**src/rtl/frog_pkg.sv**
```systemverilog
// Shared types for the Frogger frog tracker.
// Game states, move directions and the lives-counter width helper.
package frog_pkg;

  typedef enum logic [1:0] {
    PLAY,
    SCORED,
    OVER
  } frog_state_t;

  typedef enum logic [2:0] {
    DIR_NONE,
    DIR_L,
    DIR_U,
    DIR_D,
    DIR_R
  } dir_t;

  function automatic int lives_w(input int max_lives);
    return $clog2(max_lives + 1);
  endfunction

endpackage

```
**src/rtl/frog_position_button_edge.sv**
```systemverilog
// Button edge detector: one move per fresh, unambiguous press.
// Ports: clk, reset, load (round reset), L/U/D/R levels, dir request.
module button_edge
  import frog_pkg::*;
(
  input  logic clk,
  input  logic reset,
  input  logic load,
  input  logic L,
  input  logic U,
  input  logic D,
  input  logic R,
  output dir_t dir
);

  logic [3:0] cur;
  logic [3:0] prev;
  logic [3:0] rise;

  assign cur  = {L, U, D, R};
  assign rise = cur & ~prev;

  // Every cycle reloads history, so reset/load just mirror the
  // normal path; a held button never looks like a new press.
  always_ff @(posedge clk) begin
    if (reset || load) prev <= cur;
    else prev <= cur;
  end

  // A move needs exactly one button down, and that one freshly.
  always_comb begin
    dir = DIR_NONE;
    if ($onehot(cur) && (rise == cur)) begin
      unique case (1'b1)
        cur[3]:  dir = DIR_L;
        cur[2]:  dir = DIR_U;
        cur[1]:  dir = DIR_D;
        cur[0]:  dir = DIR_R;
        default: dir = DIR_NONE;
      endcase
    end
  end

endmodule

```
**src/rtl/frog_position.sv**
```systemverilog
// Frog tracker: grid position, moves, collisions, lives and score.
// Ports: clk, reset, resetRound, L/U/D/R, hit -> row, col, frogGrid, scored, score, lives, gameOver.
module frog_position
  import frog_pkg::*;
#(
  parameter  int ROWS      = 8,
  parameter  int COLS      = 8,
  parameter  int START_COL = COLS / 2,
  parameter  int MAX_LIVES = 3,
  parameter  int SCORE_W   = 4,
  localparam int RW        = $clog2(ROWS),
  localparam int CW        = $clog2(COLS),
  localparam int LW        = lives_w(MAX_LIVES)
)(
  input  logic                 clk,
  input  logic                 reset,
  input  logic                 resetRound,
  input  logic                 L,
  input  logic                 U,
  input  logic                 D,
  input  logic                 R,
  input  logic                 hit,
  output logic [RW-1:0]        row,
  output logic [CW-1:0]        col,
  output logic [ROWS*COLS-1:0] frogGrid,
  output logic                 scored,
  output logic [SCORE_W-1:0]   score,
  output logic [LW-1:0]        lives,
  output logic                 gameOver
);

  localparam logic [RW-1:0] ROW_TOP = RW'(ROWS - 1);
  localparam logic [RW-1:0] ROW_PRE = RW'(ROWS - 2);
  localparam logic [CW-1:0] COL_MAX = CW'(COLS - 1);
  localparam logic [CW-1:0] COL_ST  = CW'(START_COL);
  localparam logic [LW-1:0] LIV_MAX = LW'(MAX_LIVES);

  frog_state_t state;
  dir_t        dir;

  button_edge u_btn (
    .clk   (clk),
    .reset (reset),
    .load  (resetRound),
    .L     (L),
    .U     (U),
    .D     (D),
    .R     (R),
    .dir   (dir)
  );

  always_ff @(posedge clk) begin
    if (reset) begin
      row      <= '0;
      col      <= COL_ST;
      state    <= PLAY;
      score    <= '0;
      lives    <= LIV_MAX;
      scored   <= 1'b0;
      gameOver <= 1'b0;
    end else if (resetRound) begin
      if (state != OVER) begin
        row    <= '0;
        col    <= COL_ST;
        state  <= PLAY;
        scored <= 1'b0;
      end
    end else begin
      unique case (state)
        PLAY: begin
          if (hit) begin
            row   <= '0;
            col   <= COL_ST;
            lives <= lives - 1'b1;
            if (lives <= LW'(1)) begin
              state    <= OVER;
              gameOver <= 1'b1;
            end
          end else begin
            unique case (dir)
              DIR_U: begin
                if (row != ROW_TOP) row <= row + 1'b1;
                // Goal row is shown for one cycle before respawn.
                if (row == ROW_PRE) begin
                  state  <= SCORED;
                  scored <= 1'b1;
                end
              end
              DIR_D: if (row != '0) row <= row - 1'b1;
              DIR_L: if (col != '0) col <= col - 1'b1;
              DIR_R: if (col != COL_MAX) col <= col + 1'b1;
              default: ;
            endcase
          end
        end
        SCORED: begin
          row    <= '0;
          col    <= COL_ST;
          state  <= PLAY;
          scored <= 1'b0;
          if (score != '1) score <= score + 1'b1;
        end
        OVER: ;
        default: state <= PLAY;
      endcase
    end
  end

  always_comb begin
    frogGrid = '0;
    for (int i = 0; i < ROWS; i++) begin
      for (int j = 0; j < COLS; j++) begin
        frogGrid[i*COLS+j] = (state != OVER) &&
                             (row == RW'(i)) &&
                             (col == CW'(j));
      end
    end
  end

endmodule

```
**config.mk**
```make
export PLATFORM = sky130hd
export DESIGN_NAME = frog_position
export DESIGN_NICKNAME = d
export VERILOG_FILES = /design/src/rtl/frog_pkg.sv /design/src/rtl/frog_position_button_edge.sv /design/src/rtl/frog_position.sv
export SDC_FILE = /design/constraint.sdc
export NUM_CORES = 1
export LEC_CHECK = 0
export BUFFER_PORTS_ARGS = -buffer_cell sky130_fd_sc_hd__buf_2
export CAP_MARGIN = 25
export CORE_MARGIN = 3
export CORE_UTILIZATION = 47
export CTS_BUF_LIST = sky130_fd_sc_hd__clkbuf_2
export CTS_CLUSTER_DIAMETER = 150
export DETAILED_ROUTE_END_ITERATION = 10
export PLACE_DENSITY = 0.83
export SLEW_MARGIN = 20
export SYNTH_ARGS = -nofsm -noshare
export SYNTH_HDL_FRONTEND = slang
export SYNTH_SLANG_ARGS = --single-unit
```
**constraint.sdc**
```tcl
create_clock -name clk -period 3.7 [get_ports clk]
set_input_delay 0.925 -clock clk [delete_from_list [all_inputs] [get_ports clk]]
set_output_delay 0.925 -clock clk [all_outputs]
set_load 0.02 [all_outputs]
```
======== After elaboration in Yosys (flattened, before gate mapping) ========
Index checks and enable logic that the tools add are counted.
word-level totals
  logic and storage cells ................. 176
  input bits .............................. 8
  output and inout port bits .............. 78
  register bits after elaboration ......... 20
cells by class
  muxes and demuxes ....................... 29
  add/sub/neg operators ................... 9
  reductions and logical operators ........ 86
  $lt $le $gt $ge ......................... 1
  bitwise operators ....................... 3
  equal/unequal tests ..................... 40
operators by type and width
  operator               count
  $logic_and A1 B1 Y1    73
  $mux W3                11
  $eq A3 B3 Y1 const B   9
  $pmux W3 S2            4
  $ne A5 B5 Y1 const B   4
  $reduce_and A5 Y1      4
  $eq A3 B2 Y1 const B   6
  $eq A3 B1 Y1 const B   4
  $mux W2                6
  $ne A3 B3 Y1 const B   4
  $ne A4 B4 Y1 const B   3
  $pmux W3 S4            1
  $reduce_bool A3 Y1     3
  $add A3 B1 Y3 const B  2
  $logic_not A3 Y1       2
  $reduce_and A3 Y1      2
  $sub A3 B1 Y3 const B  2
  $mux W1                5
  $ne A5 B3 Y1 const B   1
  $ne A5 B4 Y1 const B   1
  $add A1 B1 Y2          2
  $add A4 B1 Y4 const B  1
  $and A4 B4 Y4          1
  $eq A4 B4 Y1           1
  other kinds (15)       16

======== Logic depth before layout (Yosys ltp) ========
Gate-level depths: netlist (run 1).
  word-level depth ........................ 10
  gate-level depth with buffers ........... 9
  gate-level depth less buffers ........... 9

======== Hierarchy ========
From an unflattened synthesis (run 1), not the netlist that was laid out.
unflattened totals
  cells, all modules ...................... 219
  area, all modules ....................... 1,605.3 sq um
by module, submodules not included
  module         area an instance (sq um)  cells an instance  seq. area each (sq um)  times used
  frog_position  1,380.1                   197                320.3                   1
  button_edge    225.2                     22                 80.1                    1

======== Least setup slack after synthesis (run 1) ========
Ideal clock, no wire load.
  path type ............................... input-to-reg
  start ................................... input D
  end ..................................... register col[1]
  data required time ...................... 3.630 ns
  buffers on the path ..................... 0
  setup slack ............................. 0.480 ns
  stages on the path ...................... 9
  data arrival time ....................... 3.150 ns
  cell sequence ........................... inv_1 -> ha_1 -> ha_1 -> fa_1 -> nor3b_2 -> nand2_1 -> o31a_1 -> or4_1 -> a21oi_1
between the ends
  longest elaborated chain between the ends .. 10
  elaborated cells between the ends (all ways) .. 18
ends and longest elaborated chain
  what                                          line                             text
  from (decl)                                   frog_position.sv:20              input logic D,
  $add A1 B1 Y2 (not written as such)           frog_position_button_edge.sv:33  if ($onehot(cur) && (rise == cur)) begin
  $add A3 B3 Y3 (not written as such)           frog_position_button_edge.sv:33
  $eq A3 B1 Y1                                  frog_position_button_edge.sv:33
  $logic_and A1 B1 Y1                           frog_position_button_edge.sv:33
  $mux W3 (*)                                   frog_position_button_edge.sv:33
  $eq A3 B3 Y1 or $eq A3 B1 Y1 (tied branches)  frog_position.sv:80              unique case (dir)
  $pmux W3 S2                                   frog_position.sv:80
  $mux W3                                       frog_position.sv:71              if (hit) begin
  $pmux W3 S2                                   frog_position.sv:69              unique case (state)
  $mux W3                                       frog_position.sv:61              end else if (resetRound) begin
  to (signal assigned)                          frog_position.sv:90              DIR_L: if (col != '0) col <= col - 1'b1;
  to (signal assigned)                          frog_position.sv:91              DIR_R: if (col != COL_MAX) col <= col + 1'b1;
  to (decl)                                     frog_position.sv:24              output logic [CW-1:0] col,
Mark *: on every way between the ends. The rest lies on a longest branch, timed or not.
A chain may end at the register's enable or synchronous reset.

======== Final worst setup path (run 1) ========
Same ends and word-level chain as after synthesis.

==> results of run 1 <==
## sequential cells by signal, summed over array words and instances (netlist names)
register,cells
scored,1
lives,2
u_btn.prev,4
gameOver,1
col,3
row,3
state,2
score,4
## per-stage QoR
stage,power (mW),util,cells
detailed placement,0.358,0.623,361
CTS,0.448,0.628,365
floorplan,0.323,-,234
global placement,0.355,0.623,361
global route,0.472,0.628,365
finish,0.445,0.628,365
## cells by family (layout without fill, tap and decap cells)
logic type      count (synthesis)  in the layout  synth area share
fa+ha+maj                      22             22             0.169
mux                             4              4            0.0247
buf+inv                        20            105            0.0607
compound gates                 32             32             0.133
flops                          20             20             0.240
xor+xnor                        7              7            0.0367
simple gates                  129            129             0.335
## placed cells by master, fill, tap and decap left out, drive strengths merged, types with 4 or more instances in the layout
| master | instances |
|---|---|
| nor2 | 77 |
| a21oi | 9 |
| nor3 | 4 |
| inv | 16 |
| ha | 21 |
| buf | 85 |
| o21ai | 4 |
| a31oi | 4 |
| nand3 | 6 |
| nand2 | 22 |
| dfxtp | 20 |
| xnor2 | 6 |
## worst max-delay path, delay by kind of cell
family / cells / cell delay, ps
adders and majority gates: 3 / 940
and+or+nand+nor: 3 / 890
AOI/OAI and AO/OA: 2 / 550
buffers and inverters: 2 / 230
## worst min path at each step
stage,startpoint,slack (ps),to
floorplan,scored$_SDFFE_PP0P_,550,scored$_SDFFE_PP0P_
finish,gameOver$_SDFFE_PP0P_,490,gameOver$_SDFFE_PP0P_
detailed placement,gameOver$_SDFFE_PP0P_,460,gameOver$_SDFFE_PP0P_
global route,gameOver$_SDFFE_PP0P_,520,gameOver$_SDFFE_PP0P_
CTS,gameOver$_SDFFE_PP0P_,500,gameOver$_SDFFE_PP0P_
global placement,gameOver$_SDFFE_PP0P_,450,gameOver$_SDFFE_PP0P_
## report_power, final
group	leakage [nW]	internal, mW	switching [mW]
logic	0.949	0.0432	0.0792
registers	0.164	0.224	0.00756
clock network	0.0140	0.0235	0.0681
## final cells by class
class	instances	area, um2
sequential	20	400
multi-input combinational	194	1170
tap	46	57.6
clock inverter	1	3.75
timing repair buffer	85	425
clock buffer	3	15.0
fill	338	1260
inverter	16	60.1
## synthesized netlist by cell type (2+ instances only)
cell type	number
nor2_1	77
nor2b_1	2
nor3_1	4
a21oi_1	9
or4_1	2
nand3_1	6
nand2_1	22
dfxtp_1	20
xnor2_1	6
a31oi_1	4
o31a_1	2
nand2b_1	2
and2_1	2
o21ai_0	4
inv_1	16
mux2i_1	3
nor4_1	3
or3_1	3
ha_1	21
a211o_1	2
## per-layer routing
layer	part of all wire	up-vias	global-route usage
met4	0.014	0	0.0725
li1	-	959	-
met3	0.067	9	0.0274
met2	0.50	70	0.410
met1	0.42	864	0.257
met5	0	-	0
==> impl_metrics.csv, run 1 <==
group,metric,value,unit
drt,drc,0,
cts,cts_hold_buffers,0,
critical_path,critPathKind,"in -> reg",
sta,fin_hold_ws,493,ps
critical_path,cp_max_fo,8,
floorplan,coreArea,3390,um2
critical_path,startpoint,"D",
critical_path,crit_arrival,3520,ps
power_and_ir_drop,ir_drop,209,uV
place,globalplace.congestion,0.891,
drt,wl_per_cell,13.0,um
critical_path,ff2ff_path_depth,7,
cts,cts_buffers,3,
worst_hold_path,hp-class,"reg -> reg",
global_routing,grt.total_usage,0.220,
cts,clock_path_buffers,2,
cts,htree_levels,1,
floorplan,die_w,65.6,um
critical_path,timing.rr.end,"col[1]$_SDFFE_PP0P_",
cts,cts-root-buf,"clkbuf_2",
floorplan,row_count,21,
sta,finalSetupViolations,0,
sta,slew-limit-headroom,0.709,
yosys,ys_ff_latch,20,
layout,layout-drive-gt1-share,0.295,
critical_path,crit_end,"col[1]$_SDFFE_PP0P_",
drt,vias,1902,
floorplan,die_y,65.6,um
cts,postCtsResizedCells,0,
layout,fin_area,2130,um2
yosys,synth_cell_types,44,
layout,final_nets,350,
critical_path,path_cells,"buf_2 -> inv_1 -> ha_1 -> ha_1 -> fa_1 -> nor3b_2 -> nand2_1 -> o31a_1 -> or4_1 -> a21oi_1",
floorplan,die_area,4300,um2
global_routing,grt_first_pass_wirelength,7610,um
drt,first_pass_iters,4,
critical_path,r2r_start,"col[0]$_SDFFE_PP0P_",
place,placement.io_buffers,85,
yosys,ys_warn_count,0,
critical_path,startpoint_type,"input pin",
critical_path,regToRegSetupSlack,1440,ps
yosys,seq_area_frac_synth,0.240,
drt,drt_iter0_drc,72,
yosys,syn_nets,264,
yosys,synth-edff-count,0,
global_routing,antenna_found_initial,0,
cts,clkSinkCount,20,
sta,fmax,307,MHz
critical_path,cp_slowest_cell,"or4_1",
power_and_ir_drop,p_leak,1.13,nW
drt,vias_per_cell,5.21,
power_and_ir_drop,p_per_area,209,nW/um2
cts,cts.clk_slew.worst_paths,190,ps
place,dpl_worst_slack,75.3,ps
sta,period_needed,3250,ps
sta,period_share,0.879,
cts,post_cts_buffers,0,
yosys,synth-async-reset-ratio,0,
sta,fin_setup_tns,0,ps
sta,tightestPinTransition,425,ps
yosys,netlist_top_cells_area,"dfxtp_1 (24%), nor2_1 (17%), ha_1 (16%), nand2_1 (4.9%), inv_1 (3.6%)",
worst_hold_path,hold_path_depth,2,
global_routing,grt_max_degree,15,
sta,rsz0062_at_grt,"false",
sta,setup_ws,446,ps
yosys,netlist_instances,234,
critical_path,critical_path.max_stage_delay,490,ps
yosys,synth_top_area_share,0.240,
sta,skew,10.0,ps
drt,wirelength,4750,um
yosys,synthFlopType,"dfxtp_1",
flow_run,maxCapViolCount,0,
critical_path,worstPathRequired,3970,ps
sta,drv_slew,0,
layout,diodes,0,
yosys,yosysTopAreaCell,"dfxtp_1",
sta,finalHoldViolations,0,
cts,tritoncts,"yes",
yosys,avgSynthCellArea,7.13,um2
critical_path,cpMostUsedCell,"ha_1",
critical_path,endpoint_kind,"flip-flop",
place,dp_hpwl,3900,um
global_routing,grt-ovfl-total,0,
yosys,syn-cell-area,1670,um2
floorplan,pin_count,86,
floorplan,initial_core_util,0.492,
global_routing,grt_pass1_vias,1688,
layout,area_growth,27.6,%
drt,ant_nets,0,
cts,clkLatencyLatePin,320,ps
place,placed_cell_area,2110,um2
outcome,status,"completed",
No activity file was read; power rests on OpenSTA's default activity.
==> run 2, diff against run 1 <==
--- a/config.mk
+++ b/config.mk
@@ -7,12 +7,14 @@
 export LEC_CHECK = 0
 export BUFFER_PORTS_ARGS = -buffer_cell sky130_fd_sc_hd__buf_2
 export CAP_MARGIN = 25
+export CELL_PAD_IN_SITES_DETAIL_PLACEMENT = 0
+export CELL_PAD_IN_SITES_GLOBAL_PLACEMENT = 1
 export CORE_MARGIN = 3
-export CORE_UTILIZATION = 47
+export CORE_UTILIZATION = 32
 export CTS_BUF_LIST = sky130_fd_sc_hd__clkbuf_2
 export CTS_CLUSTER_DIAMETER = 150
 export DETAILED_ROUTE_END_ITERATION = 10
-export PLACE_DENSITY = 0.83
+export PLACE_DENSITY_LB_ADDON = 0.1
 export SLEW_MARGIN = 20
 export SYNTH_ARGS = -nofsm -noshare
 export SYNTH_HDL_FRONTEND = slang
==> impl_metrics.csv, run 2 (synthesis gave the netlist of run 1 again) <==
group,metric,value,unit
outcome,status,"completed",
power_and_ir_drop,ir_drop,150,uV
sta,fin_setup_tns,0,ps
cts,clkSinkCount,20,
power_and_ir_drop,p_per_area,206,nW/um2
place,dp_hpwl,4110,um
critical_path,endpoint_kind,"flip-flop",
worst_hold_path,holdPathEnd,"gameOver$_SDFFE_PP0P_",
critical_path,r2r_start,"col[0]$_SDFFE_PP0P_",
place,dp.cells,383,
drt,ant_nets,0,
drt,drc,0,
sta,fin_hold_ws,490,ps
sta,finalHoldViolations,0,
worst_hold_path,hold_start,"gameOver$_SDFFE_PP0P_",
critical_path,regToRegSetupSlack,1430,ps
layout,fin_cells,387,
layout,final_cell_mix,"buf_2 (85), nor2_1 (77), nand2_1 (22), ha_1 (21), dfxtp_1 (20)",
drt,vias,1828,
critical_path,critPathKind,"in -> reg",
global_routing,grt.total_usage,0.169,
sta,drv_slew,0,
sta,fmax,310,MHz
place,placed_cell_area,2140,um2
layout,diodes,0,
critical_path,path_cells,"buf_2 -> inv_1 -> ha_1 -> ha_1 -> fa_1 -> nor3b_2 -> nand2_1 -> o31a_1 -> or4_1 -> a21oi_1",
sta,skew,4.04,ps
floorplan,die_w,78.2,um
layout,layout-drive-gt1-share,0.297,
sta,period_share,0.872,
drt,vias_per_cell,4.72,
critical_path,crit_arrival,3480,ps
global_routing,grt_max_degree,15,
layout,area_growth,29.6,%
cts,tritoncts,"yes",
sta,period_needed,3220,ps
layout,reg_top3,"score (4), u_btn.prev (4)",
global_routing,grt-ovfl-total,0,
global_routing,grt-busiest-layer,"met2",
global_routing,grt_pass1_vias,1691,
cts,postCtsResizedCells,0,
drt,drt_iter0_drc,73,
critical_path,cp_max_fo,8,
layout,final_nets,351,
global_routing,antenna_found_initial,0,
critical_path,startpoint_type,"input pin",
drt,wl_per_cell,13.2,um
layout,fin_area,2160,um2
power_and_ir_drop,p_leak,1.13,nW
cts,post_cts_buffers,0,
critical_path,cpMostUsedCell,"ha_1",
critical_path,cp_slowest_cell,"or4_1",
worst_hold_path,hp-class,"reg -> reg",
global_routing,use_met3,0.0229,
cts,clkLatencyLatePin,310,ps
critical_path,ff2ff_path_depth,7,
drt,first_pass_iters,4,
place,globalplace.congestion,0.771,
global_routing,use_met2,0.291,
sta,rsz0062_at_grt,"false",
floorplan,die_area,6120,um2
cts,clock_path_buffers,2,
sta,tightestPinTransition,396,ps
critical_path,critical_path.max_stage_delay,480,ps
floorplan,row_count,25,
sta,slew-limit-headroom,0.735,
critical_path,worstPathRequired,3960,ps
cts,cts_buffers,3,
floorplan,initial_core_util,0.342,
global_routing,gr-usage-met1,0.224,
layout,final_common_cell,"buf_2",
floorplan,pin_count,86,
cts,cts-root-buf,"clkbuf_2",
cts,htree_levels,1,
sta,finalSetupViolations,0,
critical_path,timing.rr.end,"col[1]$_SDFFE_PP0P_",
worst_hold_path,hold_path_depth,2,
floorplan,coreArea,4880,um2
layout,num-fill-cells,535,
global_routing,grt_first_pass_wirelength,8450,um
drt,wirelength,5130,um
floorplan,die_y,78.2,um
cts,cts.clk_slew.worst_paths,200,ps
flow_run,maxCapViolCount,0,
layout,post-route-util,0.443,
place,placement.io_buffers,85,
cts,cts_hold_buffers,0,
-- run 2: cell types whose count changed in the layout (fill, tap and decap cells not counted) --
cell	previous run	this run
buf_4	0	1
-- run 2: layout make-up --
type                       instances  area (um2)  area share
clock buffer                       3        15.0     0.00694
clock inverter                     1        3.75     0.00174
inverter                          16        60.1      0.0278
multi-input combinational        194        1170       0.540
sequential                        20         400       0.185
tap                               67        83.8      0.0388
timing repair buffer              86         433       0.200
-- run 2: how the worst max path moves through the flow --
| stage | from | to | depth (start not counted) | slack, ps |
|---|---|---|---|---|
| 2_1_floorplan | D | col[1]$_SDFFE_PP0P_ | 9 | 480 |
| 4_1_cts | R | col[1]$_SDFFE_PP0P_ | 10 | 480 |
| 3_3_place_gp | D | col[1]$_SDFFE_PP0P_ | 10 | 180 |
| 5_1_grt | D | col[1]$_SDFFE_PP0P_ | 10 | 360 |
| 3_5_place_dp | D | col[1]$_SDFFE_PP0P_ | 10 | 160 |
| 6_report | D | col[1]$_SDFFE_PP0P_ | 10 | 480 |
-- run 2: critical path: cells and delay by family --
kind / cells / cell delay [ps]
adder cells (fa/ha/maj): 3 / 950
AO/OA/AOI/OAI: 2 / 510
buffers and inverters: 2 / 220
AND/OR/NAND/NOR: 3 / 870
-- run 2: power breakdown --
| group | switching (mW) | internal [mW] |
|---|---|---|
| Combinational | 0.0795 | 0.0435 |
| Sequential | 0.00766 | 0.224 |
| Clock | 0.0681 | 0.0235 |
-- run 2: stage by stage --
| step | power, mW | setup slack (ps) |
|---|---|---|
| global placement | 0.360 | 180 |
| finish | 0.446 | 475 |
| CTS | 0.454 | 480 |
| global route | 0.480 | 358 |
| detailed placement | 0.359 | 157 |
| floorplan | 0.323 | 480 |
-- run 2: metal layers --
layer / vias to the layer above / wire [um]
li1: 959 / -
met1: 797 / 2390
met2: 68 / 2340
met3: 4 / 350
met4: 0 / 46
met5: - / 0
